**config.mk**
```make
export PLATFORM = sky130hd
export DESIGN_NAME = timer_multi_rc_flat
export DESIGN_NICKNAME = d
export VERILOG_FILES = /design/src/rtl/timer_pkg.sv /design/src/rtl/timer_multi_rc_if.sv /design/src/rtl/timer_prescaler.sv /design/src/rtl/timer_multi_rc.sv /design/src/flat_wrapper.sv
export SDC_FILE = /design/constraint.sdc
export NUM_CORES = 1
export LEC_CHECK = 0
export BUFFER_PORTS_ARGS = -buffer_cell sky130_fd_sc_hd__buf_2
export CAP_MARGIN = 0
export CORE_MARGIN = 4
export CORE_UTILIZATION = 51
export CTS_CLUSTER_DIAMETER = 120
export DETAILED_ROUTE_END_ITERATION = 10
export GPL_ROUTABILITY_DRIVEN = 0
export MAX_ROUTING_LAYER = met4
export PLACE_DENSITY_LB_ADDON = 0.1
export SETUP_SLACK_MARGIN = 0.02
export SYNTH_ARGS = -nofsm -noshare
export SYNTH_HDL_FRONTEND = slang
export SYNTH_SLANG_ARGS = --single-unit
export TNS_END_PERCENT = 100
```
**constraint.sdc**
```tcl
create_clock -name Clk -period 2.3 [get_ports Clk]
set_clock_uncertainty 0.05 [all_clocks]
set_input_delay 0.345 -clock Clk [delete_from_list [all_inputs] [get_ports Clk]]
set_output_delay 0.345 -clock Clk [all_outputs]
set_load 0.01 [all_outputs]
```
**src/rtl/timer_pkg.sv**
```systemverilog
// Shared definitions for the multi-channel interval timer: mode encoding and
// the default prescale for the 50 MHz board clock.
package timer_pkg;

  localparam logic MODE_PERIODIC = 1'b0;
  localparam logic MODE_ONESHOT  = 1'b1;

  // 50000 cycles of 50 MHz gives a 1 ms base tick
  localparam int DEFAULT_PRESCALE = 50000;

endpackage

```
**src/rtl/timer_multi_rc_if.sv**
```systemverilog
// Control/status bundle of the multi-channel timer; the timer takes the slave
// side, whoever programs the channels takes the master side.
interface timer_multi_rc_if #(
  parameter int NUM_CH = 4,
  parameter int CNT_W  = 10
);

  logic [NUM_CH-1:0]       Start;
  logic [NUM_CH-1:0]       Stop;
  logic [NUM_CH-1:0]       Clear;
  logic [NUM_CH-1:0]       Mode;
  logic [NUM_CH*CNT_W-1:0] CfgValue;
  logic [NUM_CH-1:0]       Tick;
  logic [NUM_CH-1:0]       Running;
  logic [NUM_CH*CNT_W-1:0] Count;
  logic                    BaseTick;

  modport master (
    output Start, Stop, Clear, Mode, CfgValue,
    input  Tick, Running, Count, BaseTick
  );

  modport slave (
    input  Start, Stop, Clear, Mode, CfgValue,
    output Tick, Running, Count, BaseTick
  );

endinterface

```
**src/rtl/timer_prescaler.sv**
```systemverilog
// Free-running divider producing a one-cycle base-tick strobe every PRESCALE
// clocks; one instance feeds every timer channel.
module timer_prescaler
  import timer_pkg::*;
#(
  parameter int PRESCALE = DEFAULT_PRESCALE
) (
  input  logic Clk,
  input  logic Rst,
  output logic BaseTick
);

  localparam int CW = (PRESCALE > 1) ? $clog2(PRESCALE) : 1;
  localparam logic [CW-1:0] LAST = CW'(PRESCALE - 1);

  logic [CW-1:0] cnt;
  logic          run;

  // run masks the strobe while in reset, which matters only when PRESCALE=1
  always_ff @(posedge Clk) begin
    if (!Rst) begin
      cnt <= '0;
      run <= 1'b0;
    end else begin
      run <= 1'b1;
      if (cnt == LAST) begin
        cnt <= '0;
      end else begin
        cnt <= cnt + CW'(1);
      end
    end
  end

  assign BaseTick = run && (cnt == LAST);

endmodule

```
**src/rtl/timer_multi_rc.sv**
```systemverilog
// N-channel reconfigurable interval timer: one shared prescaler, each channel
// counts base ticks up to its own latched period in periodic or one-shot mode.
module timer_multi_rc
  import timer_pkg::*;
#(
  parameter int NUM_CH   = 4,
  parameter int CNT_W    = 10,
  parameter int PRESCALE = DEFAULT_PRESCALE
) (
  input  logic             Clk,
  input  logic             Rst,
  timer_multi_rc_if.slave  bus
);

  logic base_tick;

  timer_prescaler #(
    .PRESCALE (PRESCALE)
  ) u_prescaler (
    .Clk      (Clk),
    .Rst      (Rst),
    .BaseTick (base_tick)
  );

  assign bus.BaseTick = base_tick;

  for (genvar i = 0; i < NUM_CH; i++) begin : g_ch
    logic [CNT_W-1:0] cfg;
    logic [CNT_W-1:0] count;
    logic [CNT_W-1:0] period;
    logic             mode;
    logic             running;
    logic             tick;
    logic             expire;

    assign cfg    = bus.CfgValue[i*CNT_W +: CNT_W];
    assign expire = (count == period - CNT_W'(1));

    // Clear beats Start beats Stop beats the base tick; a zero period is held as 1
    always_ff @(posedge Clk) begin
      if (!Rst) begin
        count   <= '0;
        period  <= '0;
        mode    <= MODE_PERIODIC;
        running <= 1'b0;
        tick    <= 1'b0;
      end else begin
        tick <= 1'b0;
        if (bus.Clear[i]) begin
          count   <= '0;
          running <= 1'b0;
        end else if (bus.Start[i]) begin
          count   <= '0;
          running <= 1'b1;
          period  <= (cfg == '0) ? CNT_W'(1) : cfg;
          mode    <= bus.Mode[i];
        end else if (bus.Stop[i]) begin
          running <= 1'b0;
        end else if (base_tick && running) begin
          if (expire) begin
            count <= '0;
            tick  <= 1'b1;
            if (mode == MODE_ONESHOT) begin
              running <= 1'b0;
            end
          end else begin
            count <= count + CNT_W'(1);
          end
        end
      end
    end

    assign bus.Tick[i]                   = tick;
    assign bus.Running[i]                = running;
    assign bus.Count[i*CNT_W +: CNT_W]   = count;
  end

endmodule

```
**src/flat_wrapper.sv**
```systemverilog
// flat-port wrapper written by rule: the top's interface ports become plain ports
module timer_multi_rc_flat import timer_pkg::*;
#(
  parameter int NUM_CH   = 4,
  parameter int CNT_W    = 10,
  parameter int PRESCALE = DEFAULT_PRESCALE
)
  (Clk, Rst, bus_Start, bus_Stop, bus_Clear, bus_Mode, bus_CfgValue, bus_Tick, bus_Running, bus_Count, bus_BaseTick);
  timer_multi_rc_if #(.NUM_CH(NUM_CH), .CNT_W(CNT_W)) bus_i ();
  input  logic Clk;
  input  logic Rst;
  input wire logic [$bits(bus_i.Start)-1:0] bus_Start;
  input wire logic [$bits(bus_i.Stop)-1:0] bus_Stop;
  input wire logic [$bits(bus_i.Clear)-1:0] bus_Clear;
  input wire logic [$bits(bus_i.Mode)-1:0] bus_Mode;
  input wire logic [$bits(bus_i.CfgValue)-1:0] bus_CfgValue;
  output wire logic [$bits(bus_i.Tick)-1:0] bus_Tick;
  output wire logic [$bits(bus_i.Running)-1:0] bus_Running;
  output wire logic [$bits(bus_i.Count)-1:0] bus_Count;
  output wire logic [$bits(bus_i.BaseTick)-1:0] bus_BaseTick;
  assign bus_i.Start = bus_Start;
  assign bus_i.Stop = bus_Stop;
  assign bus_i.Clear = bus_Clear;
  assign bus_i.Mode = bus_Mode;
  assign bus_i.CfgValue = bus_CfgValue;
  assign bus_Tick = bus_i.Tick;
  assign bus_Running = bus_i.Running;
  assign bus_Count = bus_i.Count;
  assign bus_BaseTick = bus_i.BaseTick;
  timer_multi_rc #(.NUM_CH(NUM_CH), .CNT_W(CNT_W), .PRESCALE(PRESCALE)) u_core (.Clk(Clk), .Rst(Rst), .bus(bus_i));
endmodule
```
; ---- Yosys cells after proc, flatten, opt, wreduce, memory -nomap -nowiden
; Index checks and enable logic that the tools add are counted.
[word_totals]
mem_bits_ro = 0
mem_count = 0
output_inout_bits = 49
ram_bits = 0
latch_bits = 0
ff_bits = 109
input_bits = 58
[op_classes]
reduce_logical = 46
mul = 0
shift = 0
div_mod_pow = 0
n_bitwise = 13
add_sub_neg = 9
order_cmp = 0
n_eq_ne = 5
muxes = 33
[op_table]
columns = cell, count
row1 = $mux W10, 8
row2 = $add A10 B1 Y10 const B, 4
row3 = $eq A10 B10 Y1, 4
row4 = $logic_not A10 Y1, 4
row5 = $sub A10 B1 Y10 const B, 4
row6 = $reduce_bool A3 Y1, 12
row7 = $mux W1, 25
row8 = $reduce_or A5 Y1, 4
row9 = $add A16 B1 Y16 const B, 1
row10 = $eq A16 B16 Y1 const B, 1
row11 = $reduce_and A2 Y1, 8
row12 = $not A1 Y1, 13
row13 = $reduce_and A3 Y1, 4
row14 = $reduce_or A3 Y1, 4
row15 = $reduce_or A2 Y1, 5
row16 = $logic_and A1 B1 Y1, 5

; ---- Logic depth before layout (Yosys ltp)
[depth]
ltp_word = 6
ltp_mapped = 10
depth_no_buf = 8

; ---- Cells and area by module
; Synthesis repeated with hierarchy kept, for this count alone.
[hier_totals]
cells_unflattened = 732
area_unflattened_um2 = 5972.0
[by_module_without_submodules]
columns = mod, seq_area_each_um2, instances, area_per_inst_um2, cells_each
row1 = timer_multi_rc, 1841.8, 1, 5231.3, 651
row2 = timer_prescaler, 340.3, 1, 740.7, 81

; ---- Least setup slack after synthesis
; No wires, ideal clock.
[synth_timing]
path_type = register to register
from = register u_core.g_ch[2].period[0]
to = register u_core.g_ch[2].running
t_required_ns = 2.134
path_slack_ns = -0.239
setup_ns = 0.116
synth_period_minus_slack_ns = 2.539
path_buffers = 2
stages_incl_launch_ff = 11
arrival_time_ns = 2.373
path_cell_list = dfxtp_1 -> clkbuf_1 -> inv_1 -> ha_1 -> nor4b_1 -> nand3_1 -> o32a_1 -> a2111oi_2 -> clkbuf_2 -> a31oi_1 -> o211a_1
[synth_between]
elab_chain_len = 4
[synth_lines]
columns = element, line
row1 = "start, declared", timer_multi_rc.sv:30  ; logic [CNT_W-1:0] period;
row2 = "start signal, assigned", timer_multi_rc.sv:55  ; period <= (cfg == '0) ? CNT_W'(1) : cfg;
row3 = $sub A10 B1 Y10, timer_multi_rc.sv:37  ; assign expire = (count == period - CNT_W'(1));
row4 = $eq A10 B10 Y1, timer_multi_rc.sv:37
row5 = $reduce_bool A3 Y1 (no line), --
row6 = $reduce_and A3 Y1 (no line), --
row7 = "end signal, assigned", timer_multi_rc.sv:45  ; running <= 1'b0;
row8 = "end signal, assigned", timer_multi_rc.sv:51  ; running <= 1'b0;
row9 = "end signal, assigned", timer_multi_rc.sv:54  ; running <= 1'b1;
row10 = "end, declared", timer_multi_rc.sv:32  ; logic running;
; Every way passes these cells.
; A chain may end at the register's enable or synchronous reset.

; ---- Worst setup path after layout
[layout_timing]
from = register u_core.u_prescaler.cnt[7]
to = register u_core.g_ch[2].count[6]
[layout_between]
elab_chain_len = 4
[layout_lines]
columns = element, line
row1 = "start, declared", timer_prescaler.sv:16  ; logic [CW-1:0] cnt;
row2 = "start signal, assigned", timer_prescaler.sv:29  ; cnt <= cnt + CW'(1);
row3 = $eq A16 B16 Y1, timer_prescaler.sv:34  ; assign BaseTick = run && (cnt == LAST);
row4 = $logic_and A1 B1 Y1, timer_prescaler.sv:34
row5 = $logic_and A1 B1 Y1, timer_multi_rc.sv:59  ; end else if (base_tick && running) begin
row6 = $reduce_and A2 Y1 (no line), --
row7 = "end signal, assigned", timer_multi_rc.sv:67  ; count <= count + CNT_W'(1);
row8 = "end, declared", timer_multi_rc.sv:29  ; logic [CNT_W-1:0] count;
; Every way passes these cells.

==> metrics.txt <==
RR Endpoint u_core.g_ch[2].count[6]$_SDFFE_PP0P_; cell row count 40; Avg Synthesized Cell Area 8.09 um2; CTS H-Tree Depth 3; Area after DPL 7230 um2; Worst setup endpoint u_core.g_ch[2].count[6]$_SDFFE_PP0P_; fin cells 1070; Register Area around 2200 um2; WL/cell between 15 and 20 um; total number of yosys warnings 0; area fraction of the dominant cell type after synthesis 0.351; CORE AREA 12000 um2; dominant cells by area after synthesis dfxtp_1, nand2_1, xor2_1; top-level port count 107; Unique masters post-synth 70; Tcrit/Tclk final 1.03; Net count, final 985; xor-xnor portion of the synthesized cell area 0.103; final hold viol count 0; CP startpoint kind register; kind of end point of the critical path register; Initial Util 0.519; setup violators final 2; DRC viols 0; Fillers 1053; buffers added on ports between 100 and 150; power density cells 516 nW/um2; largest net degree at the start of global routing 39; Cell Area, Synth 6210 um2; FF-to-FF setup slack -0.07 ns; Setup crit start u_core.u_prescaler.cnt[7]$_SDFF_PP0_; Syn Inst Count 768; Worst Reg-to-Reg Cells 7; Synth Area in Compound Gates 0.163; final WL 16600 um; commonest non-fill, non-tap cell in the layout nand2_1; initial detailed-routing violation count 446; Final Power 0.00407 W; asr flop ratio synth 0; failing checks setup timing; Post-Place Setup Slack -0.115 ns; crit path DAT 2.57 ns; outcome finished with violations; vias in the first global route 5687; top_reg_cell synth dfxtp_1; Die X between 100 and 150 um; max cap viols 0; Slew Limit Fails 0; Congestion Overflow GR 0; setup TNS -0.0809 ns; clk sink count 109; Worst Path Required 2.51 ns; GR Util All Layers 0.235; multiplexer area fraction after synthesis 0.00806; #FFs+latches synth around 110; ANT cells 0; max_slew headroom 0.469; Routed Antenna Nets 0; Reg-to-Reg Start u_core.u_prescaler.cnt[7]$_SDFF_PP0_; clock tree buffer depth 2; Post-Synth Simple-Gate Area 0.318; clock buffer count from CTS 9; Hold Crit Class in -> reg; Critical Path Fanout Max 7; top sig layer met4; routed vias 6083; area of the multi-input gates 4090 um2; clock root buffer clkbuf_16; cell count after placement 1041; fraction of layout cells with a size suffix above 1 0.276; RSZ-0062 raised after global routing true; post-synthesis sequential area ratio 0.351; Net Count, Synth ~840; met3 routed WL 733 um; Hold Path Stages 3; worst slew pin tran 0.794 ns; Max Clock Freq 423 MHz; Area Growth Syn to Fin 27.0%; VDD IR-drop max 0.300 mV; routed length on met2 8180 um; DR vias/cell roughly 5.7; fin crit period 2.37 ns; initial antenna violation count 0; first-pass GRT wire length 26700 um; Design Area, Final 7890 um2; largest family of logic cells by synthesized area simple AND/OR/NAND/NOR gates; CTS tree built; number of synthesized flops with an enable pin 0; Final WS setup -0.0665 ns; clk_lat worst skew 0.35 ns; post-DP HPWL 12000 um; most frequent cells in the layout nand2_1, buf_2, dfxtp_1, buf_4, nor2_1; DRT Pass-1 Iters 5; met1 wire length 7330 um; DIE HEIGHT between 100 and 150 um; Post-Synth Adder-Cell Area 0.0181; Static Leak 3.14 nW; critical path type reg -> reg; Synth area leader dfxtp_1; clk slew on worst S/H paths 0.07 ns; Die Area 14000 um2
[cell type report]
type                    instances  area share
inverters                      17     0.00841
clock buffers                  15      0.0339
repair buffers                175       0.136
multi-input cells             606       0.519
clock inverters                 1    0.000634
well taps                     147      0.0233
flip-flops and latches        109       0.279
[where the power goes]
part / switching (W) / total [W] / internal (W)
clock network: 0.000676 / 0.00147 / 0.000795
registers: 0.0000571 / 0.00199 / 0.00193
logic: 0.000314 / 0.000610 / 0.000296
total: 0.00105 / 0.00407 / 0.00302
[Yosys cell counts (5+ instances only)]
cell type	instances
ha_1	9
buf_4	8
nor2_1	50
a21o_1	5
a31oi_1	13
nand2b_1	12
nor3_1	32
nand2_1	125
nor4_1	14
or3_1	10
or4_1	6
nand3_1	35
inv_1	16
xor2_1	38
nand3b_1	10
and4_1	6
nor3b_1	8
nor2b_1	18
mux2i_1	5
and3_1	11
clkbuf_1	21
nand4_1	17
a21oi_1	23
dfxtp_1	109
o21ai_0	18
o211ai_1	6
xnor2_1	32
a21boi_0	41
[what timing repair did]
item                                    in CTS  in global routing
buffers inserted                             2                 10
endpoints found under the setup margin      14                 39
endpoints found under the hold margin        0                  0
resized for setup                           15                 55
gates cloned                                 1                  0
hold buffers                                 0                  0
pin swaps                                    5                 26
[how the worst min path moves through the flow]
stage | startpoint | slack, ns | endpoint
after floorplan | Rst | 0.32 | u_core.u_prescaler.run$_DFF_P_
after global placement | u_core.u_prescaler.cnt[0]$_SDFF_PP0_ | 0.39 | u_core.u_prescaler.cnt[0]$_SDFF_PP0_
after detailed placement | u_core.u_prescaler.cnt[0]$_SDFF_PP0_ | 0.41 | u_core.u_prescaler.cnt[0]$_SDFF_PP0_
after CTS | bus_CfgValue[36] | 0.19 | u_core.g_ch[3].period[6]$_SDFFE_PN0P_
after global routing | bus_Mode[3] | 0.20 | u_core.g_ch[3].mode$_SDFFE_PN0P_
final | bus_CfgValue[21] | 0.20 | u_core.g_ch[2].period[1]$_SDFFE_PN0P_
[state kept, by name, indices dropped and copies added (netlist names)]
| register | flops |
|---|---|
| u_core.g_ch.count | 40 |
| u_core.g_ch.mode | 4 |
| u_core.g_ch.period | 40 |
| u_core.g_ch.running | 4 |
| u_core.g_ch.tick | 4 |
| u_core.u_prescaler.cnt | 16 |
| u_core.u_prescaler.run | 1 |
[per-stage QoR]
stage	hold slack, ns	utilization
floorplan	0.323	-
global placement	0.392	0.604
detailed placement	0.410	0.604
CTS	0.190	0.634
global route	0.204	0.660
finish	0.197	0.660
[worst max-delay path, stage by stage (launching register included)]
cell and delay [ns]:
dfxtp_1 0.31, or4b_4 0.55, nor4_4 0.29, buf_4 0.18, nand2_4 0.07, buf_6 0.15, or4_4 0.46, a31oi_1 0.21
[metal layers]
layer | track usage | vias to the layer above
met5 | - | -
met4 | 0.0821 | 0
met3 | 0.0340 | 24
met2 | 0.399 | 168
met1 | 0.287 | 2857
li1 | - | 3034
[cell families (layout without fill, tap and decap cells)]
logic type | Yosys count | count (layout)
and+or+nand+nor | 379 | 379
AOI/OAI and AO/OA | 142 | 142
buffers and inverters | 53 | 208
DFF | 109 | 109
adders and majority gates | 9 | 9
xor gates and xnor gates | 71 | 71
muxes | 5 | 5
No activity file was read; power rests on OpenSTA's default activity.
